File: config.mk
export PLATFORM = sky130hd
export DESIGN_NAME = dcache_store_queue
export DESIGN_NICKNAME = d
export VERILOG_FILES = /design/src/rtl/dcache_store_queue_pkg.sv /design/src/rtl/st_q_fifo.sv /design/src/rtl/dcache_store_queue.sv
export SDC_FILE = /design/constraint.sdc
export NUM_CORES = 2
export LEC_CHECK = 0
export BUFFER_PORTS_ARGS = -buffer_cell sky130_fd_sc_hd__buf_2
export CORE_ASPECT_RATIO = 1.2
export CORE_UTILIZATION = 50
export DETAILED_ROUTE_END_ITERATION = 7
export PLACE_DENSITY = 0.68
export SLEW_MARGIN = 20
export SYNTH_ARGS = -nofsm -noshare
export SYNTH_HDL_FRONTEND = slang
export SYNTH_SLANG_ARGS = --single-unit
File: constraint.sdc
create_clock -name clk_i -period 3.76 [get_ports clk_i]
set_input_delay 0.564 -clock clk_i [delete_from_list [all_inputs] [get_ports clk_i]]
set_output_delay 0.564 -clock clk_i [all_outputs]
set_load 0.01 [all_outputs]
File: src/rtl/dcache_store_queue_pkg.sv
// Shared types for the committed-store queue: cache port payloads, queue entry and issue states.
package dcache_store_queue_pkg;

  localparam int unsigned DSQ_PADDR_W = 56;
  localparam int unsigned DSQ_INDEX_W = 12;
  localparam int unsigned DSQ_TAG_W   = DSQ_PADDR_W - DSQ_INDEX_W;
  localparam int unsigned DSQ_DATA_W  = 64;
  localparam int unsigned DSQ_BE_W    = 8;

  typedef struct packed {
    logic [DSQ_PADDR_W-1:0] paddr;
    logic [DSQ_DATA_W-1:0]  data;
    logic [DSQ_BE_W-1:0]    be;
    logic [1:0]             size;
  } st_q_entry_t;

  typedef struct packed {
    logic [DSQ_INDEX_W-1:0] address_index;
    logic [DSQ_TAG_W-1:0]   address_tag;
    logic [DSQ_DATA_W-1:0]  data_wdata;
    logic                   data_req;
    logic                   data_we;
    logic [DSQ_BE_W-1:0]    data_be;
    logic [1:0]             data_size;
    logic                   kill_req;
    logic                   tag_valid;
  } dcache_req_i_t;

  typedef struct packed {
    logic                  data_gnt;
    logic                  data_rvalid;
    logic [DSQ_DATA_W-1:0] data_rdata;
  } dcache_req_o_t;

  typedef enum logic {
    SQ_IDLE = 1'b0,
    SQ_TAG  = 1'b1
  } sq_state_e;

endpackage

File: src/rtl/st_q_fifo.sv
// Generic circular FIFO with occupancy count and per-slot visibility for hazard compares.
module st_q_fifo #(
  parameter int unsigned DEPTH   = 8,
  parameter type         entry_t = logic
) (
  input  logic                   clk_i,
  input  logic                   rst_ni,
  input  logic                   clr_i,
  input  logic                   push_i,
  input  entry_t                 data_i,
  input  logic                   pop_i,
  output entry_t                 head_o,
  output entry_t                 entries_o [DEPTH],
  output logic [DEPTH-1:0]       occupied_o,
  output logic [$clog2(DEPTH):0] count_o,
  output logic                   full_o,
  output logic                   empty_o
);

  localparam int unsigned PTR_W = $clog2(DEPTH);
  localparam int unsigned CNT_W = PTR_W + 1;

  entry_t             mem_q [DEPTH];
  entry_t             mem_d [DEPTH];
  logic [PTR_W-1:0]   wr_ptr_q, wr_ptr_d;
  logic [PTR_W-1:0]   rd_ptr_q, rd_ptr_d;
  logic [CNT_W-1:0]   count_q, count_d;
  logic               push_ok, pop_ok;

  assign full_o    = (count_q == CNT_W'(DEPTH));
  assign empty_o   = (count_q == '0);
  assign count_o   = count_q;
  assign head_o    = mem_q[rd_ptr_q];
  assign entries_o = mem_q;
  assign push_ok   = push_i && !full_o;
  assign pop_ok    = pop_i && !empty_o;

  always_comb begin
    mem_d    = mem_q;
    wr_ptr_d = wr_ptr_q;
    rd_ptr_d = rd_ptr_q;
    count_d  = count_q;
    if (clr_i) begin
      wr_ptr_d = '0;
      rd_ptr_d = '0;
      count_d  = '0;
    end else begin
      if (push_ok) begin
        mem_d[wr_ptr_q] = data_i;
        wr_ptr_d        = wr_ptr_q + PTR_W'(1);
      end
      if (pop_ok) begin
        rd_ptr_d = rd_ptr_q + PTR_W'(1);
      end
      case ({push_ok, pop_ok})
        2'b10:   count_d = count_q + CNT_W'(1);
        2'b01:   count_d = count_q - CNT_W'(1);
        default: count_d = count_q;
      endcase
    end
  end

  // A slot is live when its distance from the read pointer is below the count.
  always_comb begin
    occupied_o = '0;
    for (int unsigned i = 0; i < DEPTH; i++) begin
      occupied_o[i] = CNT_W'(PTR_W'(PTR_W'(i) - rd_ptr_q)) < count_q;
    end
  end

  always_ff @(posedge clk_i or negedge rst_ni) begin
    if (!rst_ni) begin
      mem_q    <= '{default: '0};
      wr_ptr_q <= '0;
      rd_ptr_q <= '0;
      count_q  <= '0;
    end else begin
      mem_q    <= mem_d;
      wr_ptr_q <= wr_ptr_d;
      rd_ptr_q <= rd_ptr_d;
      count_q  <= count_d;
    end
  end

  push_when_full_a: assert property (@(posedge clk_i) disable iff (!rst_ni) !(push_i && full_o))
    else $error("st_q_fifo: push while full");

endmodule

File: src/rtl/dcache_store_queue.sv
// Committed-store queue draining into one data-cache request port via the index/tag handshake.
module dcache_store_queue
  import dcache_store_queue_pkg::*;
#(
  parameter int unsigned DEPTH   = 8,
  parameter int unsigned PADDR_W = DSQ_PADDR_W,
  parameter int unsigned INDEX_W = DSQ_INDEX_W
) (
  input  logic               clk_i,
  input  logic               rst_ni,
  input  logic               clr_i,
  input  logic               valid_i,
  output logic               ready_o,
  input  logic [PADDR_W-1:0] paddr_i,
  input  logic [63:0]        data_i,
  input  logic [7:0]         be_i,
  input  logic [1:0]         size_i,
  output dcache_req_i_t      req_port_o,
  input  dcache_req_o_t      req_port_i,
  input  logic [11:0]        page_offset_i,
  output logic               page_offset_matches_o,
  output logic               empty_o,
  output logic               full_o
);

  localparam int unsigned CNT_W = $clog2(DEPTH) + 1;

  st_q_entry_t        wentry;
  st_q_entry_t        head;
  st_q_entry_t        entries [DEPTH];
  logic [DEPTH-1:0]   occupied;
  logic [CNT_W-1:0]   count;
  logic               fifo_full, fifo_empty, pop;
  sq_state_e          state_q, state_d;
  logic [DSQ_TAG_W-1:0] tag_q, tag_d;
  logic [8:0]         flight_off_q, flight_off_d;
  logic               unused_bits;

  // A store port never consumes read data; the low offset bits are below the compare granule.
  assign unused_bits = ^{page_offset_i[2:0], req_port_i.data_rvalid, req_port_i.data_rdata};

  assign wentry  = '{paddr: DSQ_PADDR_W'(paddr_i), data: data_i, be: be_i, size: size_i};
  assign ready_o = !fifo_full;
  assign full_o  = fifo_full;
  assign empty_o = (count == '0) && (state_q == SQ_IDLE);

  st_q_fifo #(
    .DEPTH   (DEPTH),
    .entry_t (st_q_entry_t)
  ) u_fifo (
    .clk_i      (clk_i),
    .rst_ni     (rst_ni),
    .clr_i      (clr_i),
    .push_i     (valid_i && ready_o),
    .data_i     (wentry),
    .pop_i      (pop),
    .head_o     (head),
    .entries_o  (entries),
    .occupied_o (occupied),
    .count_o    (count),
    .full_o     (fifo_full),
    .empty_o    (fifo_empty)
  );

  // Issue FSM: index phase from the head entry, tag phase one cycle after grant.
  always_comb begin
    state_d      = state_q;
    tag_d        = tag_q;
    flight_off_d = flight_off_q;
    pop          = 1'b0;

    req_port_o               = '0;
    req_port_o.data_req      = (count != '0);
    req_port_o.data_we       = 1'b1;
    req_port_o.address_index = DSQ_INDEX_W'(head.paddr[INDEX_W-1:0]);
    req_port_o.data_wdata    = head.data;
    req_port_o.data_be       = head.be;
    req_port_o.data_size     = head.size;
    req_port_o.kill_req      = 1'b0;
    req_port_o.tag_valid     = (state_q == SQ_TAG);
    req_port_o.address_tag   = tag_q;

    if (state_q == SQ_TAG) begin
      state_d = SQ_IDLE;
    end
    if (req_port_i.data_gnt && !fifo_empty) begin
      pop          = 1'b1;
      tag_d        = DSQ_TAG_W'(head.paddr[PADDR_W-1:INDEX_W]);
      flight_off_d = head.paddr[11:3];
      state_d      = SQ_TAG;
    end
    if (clr_i) begin
      pop          = 1'b0;
      state_d      = SQ_IDLE;
      tag_d        = '0;
      flight_off_d = '0;
    end
  end

  always_ff @(posedge clk_i or negedge rst_ni) begin
    if (!rst_ni) begin
      state_q      <= SQ_IDLE;
      tag_q        <= '0;
      flight_off_q <= '0;
    end else begin
      state_q      <= state_d;
      tag_q        <= tag_d;
      flight_off_q <= flight_off_d;
    end
  end

  // Conservative load hazard: queued entries plus the store still in its tag phase.
  always_comb begin
    page_offset_matches_o = (state_q == SQ_TAG) && (flight_off_q == page_offset_i[11:3]);
    for (int unsigned i = 0; i < DEPTH; i++) begin
      if (occupied[i] && (entries[i].paddr[11:3] == page_offset_i[11:3])) begin
        page_offset_matches_o = 1'b1;
      end
    end
  end

endmodule
## Yosys cells after proc, flatten, opt, wreduce, memory -nomap -nowiden

Index checks and enable logic that the tools add are counted.

| operators by class | value |
|---|---|
| $add $sub $neg | 12 |
| $mul | 0 |
| div/mod/pow operators | 0 |
| magnitude comparators | 11 |
| equality and inequality tests | 12 |
| shifts and indexed selects | 0 |
| muxes and demuxes | 26 |
| bitwise operators | 4 |
| reductions and logical operators | 24 |

Operators with widths:

| kind | count |
|---|---|
| $bwmux W1040 | 1 |
| $bmux W130 S3 | 1 |
| $demux W130 S3 | 1 |
| $mux W130 | 3 |
| $mux W44 | 2 |
| $eq A9 B9 Y1 | 9 |
| $lt A3 B4 Y1 | 8 |
| $mux W9 | 2 |
| $logic_and A1 B1 Y1 | 15 |
| $mux W3 | 4 |
| $sub A3 B3 Y3 const A | 4 |
| $mux W1 | 10 |
| $ge A4 B4 Y1 const B | 2 |
| $not A3 Y4 | 2 |
| $pmux W4 S2 | 1 |
| $add A3 B1 Y3 const B | 2 |
| $reduce_bool A2 Y1 | 3 |
| $sub A1 B3 Y3 const A | 2 |
| $sub A2 B3 Y3 const A | 2 |
| $add A4 B1 Y4 const B | 1 |
| $eq A4 B4 Y1 const B | 1 |
| $logic_not A4 Y1 | 1 |
| $lt A4 B1 Y1 const B | 1 |
| $mux W4 | 1 |
| 8 further kinds | 10 |

| word-level totals | value |
|---|---|
| register bits after elaboration | 1104 |
| latch bits | 0 |
| RAM bits | 0 |
| ROM bits | 0 |
| input bits | 212 |
| output and inout port bits | 138 |
| logic and storage cells | 127 |
| memories | 0 |

## Longest topological paths before layout

| logic depth | value |
|---|---|
| depth in word-level cells | 11 |
| mapped depth | 13 |
| mapped depth without buffers | 12 |

## Hierarchy

Synthesis repeated with hierarchy kept, for this count alone.

| second synthesis, totals | value |
|---|---|
| cell total of the unflattened synthesis | 3307 |
| area total of the unflattened synthesis | 50524.7 sq um |

Modules (own cells, without submodules):

| module | times used | cells each | area each (sq um) |
|---|---|---|---|
| st_q_fifo | 1 | 3056 | 47586.9 |
| dcache_store_queue | 1 | 251 | 2937.8 |

## Least setup slack after synthesis

No wires, ideal clock.

| path | value |
|---|---|
| path kind | register to output |
| from | reg u_fifo.rd_ptr_q[1] |
| to | out page_offset_matches_o |
| arrival time | 2.816 ns |
| data required time | 3.196 ns |
| path slack | 0.380 ns |
| stages on the path, launching flop included | 13 |
| cell sequence | dfrtp_1 > buf_2 > clkbuf_1 > inv_2 > clkbuf_1 > ha_1 > inv_1 > ha_1 > a21o_1 > a21oi_1 > o21ai_0 > o21ai_0 > or4_1 |

| between the ends | value |
|---|---|
| word-level cells in the longest chain between the ends | 11 |
| elaborated cells on any way between the ends | 32 |
| those cells by class | 8 x add/sub; 8 x order compare; 8 x mux; 8 x reduce/logical |

RTL lines:

| element | RTL line | text |
|---|---|---|
| start, declared | st_q_fifo.sv:26 | `logic [PTR_W-1:0] rd_ptr_q, rd_ptr_d;` |
| start signal, assigned | st_q_fifo.sv:80 | `rd_ptr_q <= rd_ptr_d;` |
| $sub A1 B3 Y3 | st_q_fifo.sv:67 | `occupied_o[i] = CNT_W'(PTR_W'(PTR_W'(i) - rd_ptr_q)) < count_q;` |
| $lt A3 B4 Y1 | st_q_fifo.sv:67 |  |
| $logic_and A1 B1 Y1 | dcache_store_queue.sv:116 | `if (occupied[i] && (entries[i].paddr[11:3] == page_offset_i[11:3])) begin` |
| $mux W1 (7 in series) | dcache_store_queue.sv:116 |  |
| $mux W1 * | dcache_store_queue.sv:116 |  |
| end, declared | dcache_store_queue.sv:21 | `output logic page_offset_matches_o,` |

Every way passes the cells marked *; elsewhere a longest branch is shown, timed or not.

## Worst setup path in the final report

Same ends and word-level chain as after synthesis.

==> flow_summary_export.csv <==
group,metric,value,unit
sta,setup_tns,0,ns
route,detail-route-antenna-nets,0,
route,first_pass_iters,4,
power,p_clk_share,27.5,%
synth,syn_inst,3317,
global_routing,globalRouteTotalUtil,23.5,%
synth,synth_flop_cell,"dfrtp_1",
clocking,clk_pin_slew,0.06,ns
sta,rsz0062_at_grt,"no",
power,p_per_area,710,mW/mm2
route,drtIter0Drc,1549,
cells_and_area,postLayoutCellArea,0.0571,mm2
clocking,clkSinkCount,1104,
global_routing,grt_overflow_total,0,
run,cap_violations,0,
clocking,htreeDepth,3,
floorplan,core.rowCount,127,
global_routing,grt-busiest-layer,"met2",
placed_design,dp_hpwl,66.5,mm
placed_design,place_congestion,0.815,
global_routing,antenna_found_initial,24,
sta,maxSlewViolCount,0,
global_routing,grt_max_degree,105,
placed_design,io_buffers,279,
critical_path,end_kind,"output pin",
min_path,min_path_type,"input port to register",
synth,synth_edf_count,0,
sta,setup_violations,0,
floorplan,die_w,292,um
clocking,clockRootBuffer,"clkbuf_16",
clocking,cts_tree,"done",
power,vdd_drop_max,0.609,mV
critical_path,crit_arrival,3.02,ns
power,comb_power_share,31.0,%
synth,syn_nets,3547,
cells_and_area,syn_to_final_growth,12.9,%
synth,async_flop_share,100,%
floorplan,die_h,350,um
sta,hold_ws,0.127,ns
sta,finalHoldViolations,0,
floorplan,ios,350,
route,vias,28800,
global_routing,grt_pass1_wl,185,mm
power,p_total,40.6,mW
floorplan,die_area,0.102,mm2
cells_and_area,fin_nets,3794,
synth,ys_ff_latch,1104,
global_routing,met2_usage,38.9,%
critical_path,crit_path_start_kind,"register",
power,p_leak,27.0,nW
critical_path,crit_required,3.20,ns
clocking,cts_buffer_depth,3,
synth,ys_seq_area_share,54.6,%
synth,ys_types,45,
power,switching_share,30.0,%
global_routing,use_met1,31.8,%
sta,min_period,3.59,ns
cells_and_area,layout-drive-gt1-share,49.6,%
critical_path,crit_fanout,7,
sta,fmax,0.279,GHz
synth,syn_area_per_cell,15.3,um2
sta,worstMarginPinSlew,0.987,ns
power,seqPwrFrac,41.5,%
power,power.net_switching,12.2,mW
synth,yosysWarnings,0,
route,drt_wl_total,118,mm
route,viasPerCell,5.82,
route,wire_per_inst,23.8,um
placed_design,placed_area,0.0533,mm2
synth,synthesis.area,0.0506,mm2
critical_path,path_class,"register to output pin",
route,drc,0,
run_status,outcome,"finished, final reports clean",
sta,fin_skew,0.0192,ns
clocking,clk_latency,0.69,ns
sta,finalCritPeriodShare,95.4,%
floorplan,start_util,50.5,%
global_routing,grt_pass1_vias,30700,
power,p_int,28.4,mW
floorplan,coreArea,0.100,mm2
sta,worst_slew_margin_rel,34.2,%
cells_and_area,filler_cell_count,8008,
global_routing,grt.met3_usage,4.62,%
clocking,cts_buffers,113,
power by group through the flow:
stage	Clock, mW	Sequential [mW]	Combinational [mW]
global placement	0	16.9	12.4
floorplan	0	16.5	9.15
CTS	11.4	16.8	12.8
detailed placement	0	17.1	12.6
global route	11.9	17.3	13.8
finish	11.2	16.8	12.6
synth_stat cells (2+ instances only):
| cell | count | area share, % |
|---|---|---|
| o2111ai_1 | 4 | 0.069 |
| mux2_4 | 100 | 3.0 |
| buf_2 | 105 | 1.0 |
| dfrtp_1 | 1104 | 55 |
| mux2_1 | 49 | 1.1 |
| conb_1 | 2 | 0.015 |
| inv_1 | 9 | 0.067 |
| buf_8 | 10 | 0.30 |
| mux4_2 | 260 | 12 |
| buf_1 | 14 | 0.10 |
| inv_2 | 2 | 0.015 |
| nand4_2 | 2 | 0.049 |
| buf_6 | 31 | 0.69 |
| xor2_1 | 37 | 0.64 |
| nand4_1 | 8 | 0.099 |
| nor3_1 | 13 | 0.13 |
| a21oi_1 | 12 | 0.12 |
| a311oi_1 | 44 | 0.76 |
| nor2_1 | 78 | 0.58 |
| nand3_1 | 8 | 0.079 |
| mux2_2 | 891 | 20 |
| xnor2_1 | 55 | 0.95 |
| nand2_1 | 353 | 2.6 |
| o21ai_0 | 7 | 0.069 |
| clkbuf_1 | 56 | 0.42 |
| buf_4 | 17 | 0.25 |
| ha_1 | 17 | 0.42 |
| nor4_1 | 9 | 0.11 |
| a21o_1 | 4 | 0.059 |
cells by family after synthesis:
logic type / count (synthesis) / synth area share [%]
AOI/OAI and AO/OA: 73 / 1.11
xor gates and xnor gates: 92 / 1.59
adders and majority gates: 18 / 0.460
buffers and inverters: 244 / 2.88
DFF: 1104 / 54.6
muxes: 1301 / 35.5
other: 2 / 0.0148
and+or+nand+nor: 483 / 3.85
what timing repair did:
item / 4_1_cts / 5_1_grt
setup buffers: 6 / 0
hold buffers: 1 / 0
resized for setup: 0 / 2
endpoints found under the setup margin: 1 / 1
cloned: 0 / 0
pin swaps: 0 / 0
hold endpoints to repair: 63 / 0
layer usage:
layer / up-vias / share of wire [%]
li1: 12600 / -
met1: 15500 / 44
met2: 488 / 49
met3: 204 / 4.5
met4: 32 / 2.5
met5: - / 0.16
critical path: stages, from the launching register on:
cell and delay (ns):
dfrtp_4 0.50, inv_2 0.19, ha_4 0.17, inv_1 0.04, ha_1 0.27, a21o_1 0.13, a21oi_1 0.08, o21ai_0 0.14
o21ai_0 0.11, or4_4 0.57, buf_2 0.16
worst paths after layout:
check / start / endpoint / slack, ns / cells past startpoint
hold reg to reg: u_fifo.entries_o[687] / u_fifo.entries_o[687] / 0.49 / 1
min in group asynchronous: rst_ni / u_fifo.entries_o[862] / 0.51 / 2
hold / removal: clr_i / u_fifo.wr_ptr_q[2] / 0.13 / 2
setup reg to reg: u_fifo.count_o[0] / u_fifo.count_o[3] / 0.88 / 13
setup / recovery: u_fifo.rd_ptr_q[1] / page_offset_matches_o / 0.17 / 10
max in group asynchronous: rst_ni / u_fifo.entries_o[416] / 2.06 / 4
stage by stage:
step | std cells | worst slack [ns] | utilization (%)
finish | 4946 | 0.171 | 57.1
global route | 4943 | 0.0102 | 57.1
CTS | 4941 | 0.0560 | 57.1
detailed placement | 4732 | 0.606 | 53.3
global placement | 4732 | 0.609 | 53.3
floorplan | 3317 | 0.380 | -
layout by cell type, fill, tap and decap left out, types with 49 or more instances in the layout:
master,instances
dfrtp_1,1101
mux2_2,891
nand2_1,352
buf_2,277
mux4_2,260
clkbuf_16,116
mux2_4,100
nor2_1,78
xnor2_1,55
mux2_1,49
sequential cells by signal, summed over array words and instances (netlist names):
register,count
tag_q,44
flight_off_q,9
state_q,1
u_fifo.count_o,4
u_fifo.entries_o,1040
u_fifo.wr_ptr_q,3
u_fifo.rd_ptr_q,3
final cells by class:
type                    instances  area (um2)  area share [%]
clock buffers                 172        3400            5.96
multi-input cells            1969       21600            37.8
clock inverters                30         308           0.539
flip-flops and latches       1104       27600            48.4
well taps                    1290        1610            2.82
inverters                      11        43.8          0.0766
diodes                          5        12.5          0.0219
repair buffers                365        2530            4.43
(Power assumes the default switching activity.)
